$ cat config.mk
export PLATFORM = sky130hd
export DESIGN_NAME = score_tally
export DESIGN_NICKNAME = d
export VERILOG_FILES = /design/src/rtl/score_tally.sv
export SDC_FILE = /design/constraint.sdc
export NUM_CORES = 1
export LEC_CHECK = 0
export CAP_MARGIN = 20
export CORE_UTILIZATION = 57
export DETAILED_ROUTE_END_ITERATION = 7
export PLACE_DENSITY = 0.84
export SLEW_MARGIN = 20
export SYNTH_ARGS = -nofsm -noshare
export SYNTH_HDL_FRONTEND = slang
export SYNTH_SLANG_ARGS = --single-unit
$ cat constraint.sdc
create_clock -name frame_clk -period 7.6 [get_ports frame_clk]
set_clock_uncertainty 0.2 [all_clocks]
set_input_delay 1.52 -clock frame_clk [delete_from_list [all_inputs] [get_ports frame_clk]]
set_output_delay 1.52 -clock frame_clk [all_outputs]
set_load 0.03 [all_outputs]
$ cat src/rtl/score_tally.sv
// rtl/score_tally.sv - per-frame hit scoring with combo tracking and a timed game FSM
// Optional SCORE_TALLY_BCD_EN adds a registered four-digit BCD copy of score (score_bcd).
module score_tally #(
  parameter int N_DROP       = 8,
  parameter int COMBO_WINDOW = 120,
  parameter int GAME_LEN     = 3600,
  parameter int SCORE_MAX    = 9999
) (
  input  logic              frame_clk,
  input  logic              Reset,
  input  logic [7:0]        keycode,
  input  logic [N_DROP-1:0] hit_in,
  output logic [13:0]       score,
  output logic [7:0]        combo,
  output logic [7:0]        max_combo,
  output logic              hit_pulse,
`ifdef SCORE_TALLY_BCD_EN
  output logic [15:0]       score_bcd,
`endif
  output logic              game_over
);

  localparam int KW = $clog2(N_DROP + 1);
  localparam int FW = $clog2(GAME_LEN + 1);
  localparam int IW = $clog2(COMBO_WINDOW + 1);

  localparam logic [7:0] KEY_START = 8'h2c;
  localparam logic [7:0] KEY_RESET = 8'h01;

  typedef enum logic [1:0] {
    S_IDLE = 2'd0,
    S_PLAY = 2'd1,
    S_DONE = 2'd2
  } state_t;

  state_t            state;
  logic [N_DROP-1:0] hit_q;
  logic [FW-1:0]     frame_cnt;
  logic [IW-1:0]     idle_cnt;

  logic [N_DROP-1:0] new_hits;
  logic [KW-1:0]     k;
  logic              bonus;
  logic [9:0]        combo_sum;
  logic [7:0]        combo_next;
  logic [15:0]       add_val;
  logic [16:0]       score_sum;
  logic [13:0]       score_next;
  logic [7:0]        max_next;

  always_comb begin
    new_hits = hit_in & ~hit_q;
    k = '0;
    for (int i = 0; i < N_DROP; i++) begin
      k = k + KW'(new_hits[i]);
    end
  end

  // Bonus is decided on the combo value before this frame's hits are added.
  always_comb begin
    bonus      = (combo >= 8'd10);
    combo_sum  = 10'(combo) + 10'(k);
    combo_next = (combo_sum > 10'd255) ? 8'd255 : combo_sum[7:0];
    add_val    = 16'(k) * 16'd10;
    if (bonus) begin
      add_val = add_val << 1;
    end
    score_sum  = 17'(score) + 17'(add_val);
    score_next = (score_sum > 17'(SCORE_MAX)) ? 14'(SCORE_MAX) : score_sum[13:0];
    max_next   = (combo_next > max_combo) ? combo_next : max_combo;
  end

`ifdef SCORE_TALLY_BCD_EN
  function automatic logic [15:0] to_bcd(input int v);
    logic [15:0] r;
    int          t;
    r = '0;
    t = v;
    for (int d = 0; d < 4; d++) begin
      r[4*d +: 4] = 4'(t % 10);
      t = t / 10;
    end
    return r;
  endfunction

  localparam logic [15:0] MAX_BCD = to_bcd(SCORE_MAX);

  logic [7:0]  mult;
  logic [11:0] mult_bcd;
  logic [15:0] add_bcd;
  logic [15:0] bcd_sum;
  logic [15:0] bcd_next;
  logic [4:0]  dsum;
  logic        dcarry;

  // The addend is always 10*mult, so only mult needs converting; a shift-add
  // conversion of that small value keeps the datapath free of dividers.
  always_comb begin
    mult     = bonus ? (8'(k) << 1) : 8'(k);
    mult_bcd = '0;
    for (int i = 7; i >= 0; i--) begin
      for (int d = 0; d < 3; d++) begin
        if (mult_bcd[4*d +: 4] >= 4'd5) begin
          mult_bcd[4*d +: 4] = mult_bcd[4*d +: 4] + 4'd3;
        end
      end
      mult_bcd = {mult_bcd[10:0], mult[i]};
    end
    add_bcd = {mult_bcd, 4'h0};

    dcarry  = 1'b0;
    bcd_sum = '0;
    dsum    = '0;
    for (int d = 0; d < 4; d++) begin
      dsum = 5'(score_bcd[4*d +: 4]) + 5'(add_bcd[4*d +: 4]) + 5'(dcarry);
      if (dsum > 5'd9) begin
        bcd_sum[4*d +: 4] = 4'(dsum - 5'd10);
        dcarry            = 1'b1;
      end else begin
        bcd_sum[4*d +: 4] = dsum[3:0];
        dcarry            = 1'b0;
      end
    end
    bcd_next = (score_sum > 17'(SCORE_MAX)) ? MAX_BCD : bcd_sum;
  end
`endif

  always_ff @(posedge frame_clk or negedge Reset) begin
    if (!Reset) begin
      state     <= S_IDLE;
      hit_q     <= '0;
      frame_cnt <= '0;
      idle_cnt  <= '0;
      score     <= '0;
      combo     <= '0;
      max_combo <= '0;
      hit_pulse <= 1'b0;
      game_over <= 1'b0;
`ifdef SCORE_TALLY_BCD_EN
      score_bcd <= '0;
`endif
    end else begin
      hit_q     <= hit_in;
      hit_pulse <= 1'b0;
      case (state)
        S_IDLE: begin
          if (keycode == KEY_START) begin
            state     <= S_PLAY;
            hit_q     <= '0;
            frame_cnt <= '0;
            idle_cnt  <= '0;
            score     <= '0;
            combo     <= '0;
            max_combo <= '0;
`ifdef SCORE_TALLY_BCD_EN
            score_bcd <= '0;
`endif
          end
        end
        S_PLAY: begin
          if (k != '0) begin
            score     <= score_next;
            combo     <= combo_next;
            max_combo <= max_next;
            idle_cnt  <= '0;
            hit_pulse <= 1'b1;
`ifdef SCORE_TALLY_BCD_EN
            score_bcd <= bcd_next;
`endif
          end else if (idle_cnt == IW'(COMBO_WINDOW - 1)) begin
            combo    <= '0;
            idle_cnt <= '0;
          end else begin
            idle_cnt <= idle_cnt + 1'b1;
          end
          if (frame_cnt == FW'(GAME_LEN - 1)) begin
            state     <= S_DONE;
            game_over <= 1'b1;
          end else begin
            frame_cnt <= frame_cnt + 1'b1;
          end
        end
        S_DONE: begin
          if (keycode == KEY_RESET) begin
            state     <= S_IDLE;
            game_over <= 1'b0;
          end
        end
        default: state <= S_IDLE;
      endcase
    end
  end

endmodule

# Yosys cells after proc, flatten, opt, wreduce, memory -nomap -nowiden
# Cells that the tools add are included.
# totals
register_bits	61
latch_bits	0
mem_bits_rw	0
romBits	0
inputBits	18
out_inout_bits	32
wordCells	82
memories	0
# classes
add_sub_neg	11
n_mul	1
n_div	0
order_cmp	4
n_eq_ne	13
shift	0
muxes	31
n_bitwise	2
reduce_logical	11
# ops
cell	n
two-way mux 8 bit	8
two-way mux 14 bit	3
case mux 8 bit (2 select lines)	2
case mux 14 bit (2 select lines)	1
two-way mux 12 bit	2
case mux 12 bit (2 select lines)	1
two-way mux 7 bit	3
adder 14 x 16 -> 17 bit	1
> comparator 17 x 14 -> 1 bit (second input constant)	1
adder 4 x 1 -> 4 bit	4
AND reduction 3 bit	5
case mux 7 bit (2 select lines)	1
adder 12 x 1 -> 12 bit (second input constant)	1
equality test 12 bit (second input constant)	1
inequality test 2 bit (second input constant)	6
adder 8 x 4 -> 9 bit	1
> comparator 9 x 8 -> 1 bit (second input constant)	1
two-way mux 9 bit	1
bitwise AND 8 bit	1
equality test 8 x 1 -> 1 bit (second input constant)	1
equality test 8 x 6 -> 1 bit (second input constant)	1
>= comparator 8 x 4 -> 1 bit (second input constant)	1
> comparator 8 bit	1
inverter 8 bit	1
other kinds (18)	24

# Longest topological paths before layout
# depth
word_depth	16
mapped_depth	26
mapped_depth_nobuf	24

# Worst setup path after synthesis
# No wires, ideal clock.
# synth_timing
kind	input to register
start	input hit_in[0]
end	register score[5]
setup_ns	0.121
arrival_time_ns	6.942
required_ns	7.279
slack_ns	0.337
path_stages	24
n_path_buf	1
path_cell_list	nor2b_1 > fa_1 > inv_1 > fa_1 > fa_1 > inv_1 > ha_1 > fa_1 > ha_1 > ha_1 > ha_1 > a21oi_1 > inv_1 > a21oi_1 > a21oi_1 > ha_1 > buf_2 > nand3_1 > a211oi_2 > o211ai_1 > mux2i_1 > nor4_2 > nor3_2 > a22o_1
# synth_via
elab_chain_cells	15
elab_cells_between_ends	18
classes_between	add/sub: 8; mul: 1; order compare: 1; eq/ne: 1; mux: 4; bitwise: 1; reduce/logical: 2
# synth_rtl
item	line_no	text
from (decl)	12	input logic [N_DROP-1:0] hit_in,
bitwise AND 8 bit *	52	new_hits = hit_in & ~hit_q;
adder 1 x 1 -> 2 bit *	55	k = k + KW'(new_hits[i]);
adder 2 x 1 -> 3 bit *	55	
adder 3 x 1 -> 4 bit *	55	
adder 4 x 1 -> 4 bit * (4 in series)	55	
multiplier 4 x 3 -> 7 bit	64	add_val = 16'(k) * 16'd10;
two-way mux 9 bit	65	if (bonus) begin
adder 14 x 16 -> 17 bit	68	score_sum = 17'(score) + 17'(add_val);
> comparator 17 x 14 -> 1 bit	69	score_next = (score_sum > 17'(SCORE_MAX)) ? 14'(SCORE_MAX) : score_sum[13:0];
two-way mux 14 bit	69	
two-way mux 14 bit	161	if (k != '0) begin
case mux 14 bit (2 select lines)	145	case (state)
to (signal assigned)	162	score <= score_next;
to (decl)	13	output logic [13:0] score,
# Every way passes the cells marked *; elsewhere a longest branch is shown, timed or not. The select of a mux whose other input is x is not followed.
# A chain may end at the register's enable or synchronous reset.

# Final worst setup path
# layout_timing
start	input hit_in[0]
end	register score[2]
# Same word-level chain as after synthesis.

==> qor.txt <==
outcome: finished, final reports clean
Chip Width: 87.82 µm
synthesized net count: 501
router iterations before antenna repair: 7
Slew Viols, Final: 0
clock slew at reported path FFs: 0.08 ns
library cells used by synthesis: 73
CTS Hold Buffers Added: 0
area of the multi-input gates: 2653 µm²
area leader, netlist: dfrtp_1
Placed Area: 5015 µm²
crit start category: input pin
most common cell after layout, fill and taps aside: dfrtp_1
fmax: 0.1350 GHz
Chip Height: 87.82 µm
DRT iter0 DRCs: 262
worst flop-to-flop path startpoint: hit_q[3]
worst setup path start: hit_in[0]
Antenna Cells: 0
Final Wtd Congestion: 0.9299
final hold violations: 0
setup tns final: 0 ns
Num CTS Buffers: 9
PortBufs: 49
largest cells by area after synthesis: dfrtp_1, ha_1, nand2_1
global-route wire length before repair: 17300 µm
Ys Warns: 0
worst-skew pair later-pin latency: 0.36 ns
Synth top area share: 0.3636
Total Nets Final: 588
P&R area growth vs syn: 28.08%
Core Box Area: 6944 µm²
Critical Path RT: 7.68 ns
Slew @ Worst Pin: 0.7854 ns
Slew headroom: 0.4764
Crit Path Max Fanout: 6
# DRC: 0
syn avg cell area: 9.391 µm²
CTS max path bufs: 2
Rows: 30
CTS tree: done
CTS H-Tree Depth: 3
Seq. cell area: 1526 µm²
Setup CP Type: in2reg
most frequent cells in the layout: dfrtp_1, clkdlybuf4s50_1, nand2_1, buf_4, nor2_1
period utilization: 0.9746
Post-synth ARST share: 1.000
routed len/inst: 17.25 µm
Crit. End Element: register
final design utilization: 0.7742
number of global-route vias before repair: 3791
final wirelength: 10960 µm
total grt overflow: 0
max cap viols: 0
min-delay src: idle_cnt[0]
io pins: 50
post-route cell area: 5376 µm²
CP arrival: 7.48 ns
antenna violations before repair: 0
PD cells: 270.4 nW/µm²
Via-to-Cell Ratio: 6.076
Tmin final: 7.407 ns
Leak: 2.473 nW
Post-Synthesis Cells: 447
via count: 3858
largest net degree at the start of global routing: 62
ys flop type: dfrtp_1
Clock Root Buffer: clkbuf_8
Final Setup Violations: 0
Post-DP HPWL: 7391 µm
antenna viol nets, final: 0
Starting Density: 0.6045
Max IR drop VDD: 0.1290 mV
FILL cells: 452
total die area: 7711 µm²
ratio of cells with drive above 1 in the final layout: 0.1800
EDFF count, synth: 0
Hold Crit Class: reg2reg
Seq/Total Area, Yosys: 0.3636
cell area after synthesis: 4198 µm²
gr usage total: 0.2902
Yosys reg bits: 61
clk sink count: 61
[critical path: stages]
cell and delay, ns:
clkdlybuf4s50_1 0.42, nor2b_2 0.17, fa_1 0.53, inv_1 0.05, fa_1 0.46, fa_1 0.52, inv_1 0.04, ha_2 0.18
fa_2 0.54, ha_1 0.24, ha_2 0.19, maj3_1 0.36, and3_1 0.21, ha_1 0.46, nand2_1 0.13, o21ai_2 0.25
o211ai_1 0.19, mux2i_4 0.27, nor4_4 0.36, buf_4 0.18, nor2_1 0.05, a21oi_1 0.14
[routing by layer]
metal / wire length, µm / GRT usage / share of wire
met1: 4502 / 0.3672 / 0.41
met2: 5432 / 0.4827 / 0.50
met3: 662 / 0.03770 / 0.060
met4: 358 / 0.1580 / 0.033
met5: 0 / 0 / 0
[cell type report]
cell class              instances  share of cell area
clock buffers                  10             0.02560
clock inverters                 6             0.01745
flip-flops and latches         61              0.2839
multi-input cells             353              0.4934
repair buffers                 85              0.1406
inverters                      24             0.01676
well taps                      96             0.02234
[power breakdown]
| group | switching, mW | internal [mW] |
|---|---|---|
| clock network | 0.146 | 0.196 |
| logic | 0.409 | 0.313 |
| registers | 0.0365 | 0.354 |
| total | 0.591 | 0.862 |
[path summary, 6_finish.rpt]
kind,endpoint,slack [ns],cells after the start
setup / recovery,score[2],0.19,22
hold / removal,idle_cnt[0],0.32,1
setup reg to reg,score[2],1.51,21
hold reg to reg,idle_cnt[0],0.32,1
max in group asynchronous,hit_q[2],5.55,2
min in group asynchronous,idle_cnt[0],1.10,2
[stage by stage]
stage          hold slack, ns  cells  power [mW]  setup slack, ns
2_1_floorplan          0.2752    447      0.8219           0.3368
3_3_place_gp           0.2984    617       1.043          -0.2118
3_5_place_dp           0.3060    617       1.063          -0.3801
4_1_cts                0.3194    633       1.412          0.07968
5_1_grt                0.3449    635       1.525         -0.06550
6_report               0.3199    635       1.454           0.1931
[flip-flops by register name, indices dropped and copies added, names as in the netlist]
name and cells:
idle_cnt 7, state 2, frame_cnt 12, hit_q 8, max_combo 8, game_over 1, combo 8, score 14
hit_pulse 1
[cells in the mapped netlist (all sizes together) (3+ instances only)]
cell type / count
nand4: 5
dfrtp: 61
a211oi: 4
xor2: 11
o2bb2ai: 7
mux2i: 5
a22o: 7
buf: 4
a21oi: 27
mux2: 5
a21o: 11
and3: 9
ha: 30
or3: 5
fa: 6
inv: 24
nor3: 7
nor2: 36
o21ai: 36
o211a: 3
or2: 3
nand2b: 7
nor2b: 12
nor4: 5
and2: 11
clkbuf: 5
xnor2: 7
o21a: 4
nand3: 14
nand2: 45
[cells by family (layout without fill, tap and decap cells)]
group	count (synthesis)	count (layout)	share of synthesized area
fa+ha+maj	37	37	0.1204
xor+xnor	18	18	0.03934
mux	10	10	0.02533
flops	61	61	0.3636
simple gates	167	167	0.2173
buf+inv	33	125	0.03189
compound gates	121	121	0.2021
[timing repair]
| action | in CTS | in global routing |
|---|---|---|
| pin swaps | 0 | 11 |
| setup buffers | 0 | 2 |
| setup endpoints to repair | 8 | 21 |
| resized for setup | 2 | 23 |
No activity file was read; power rests on OpenSTA's default activity.
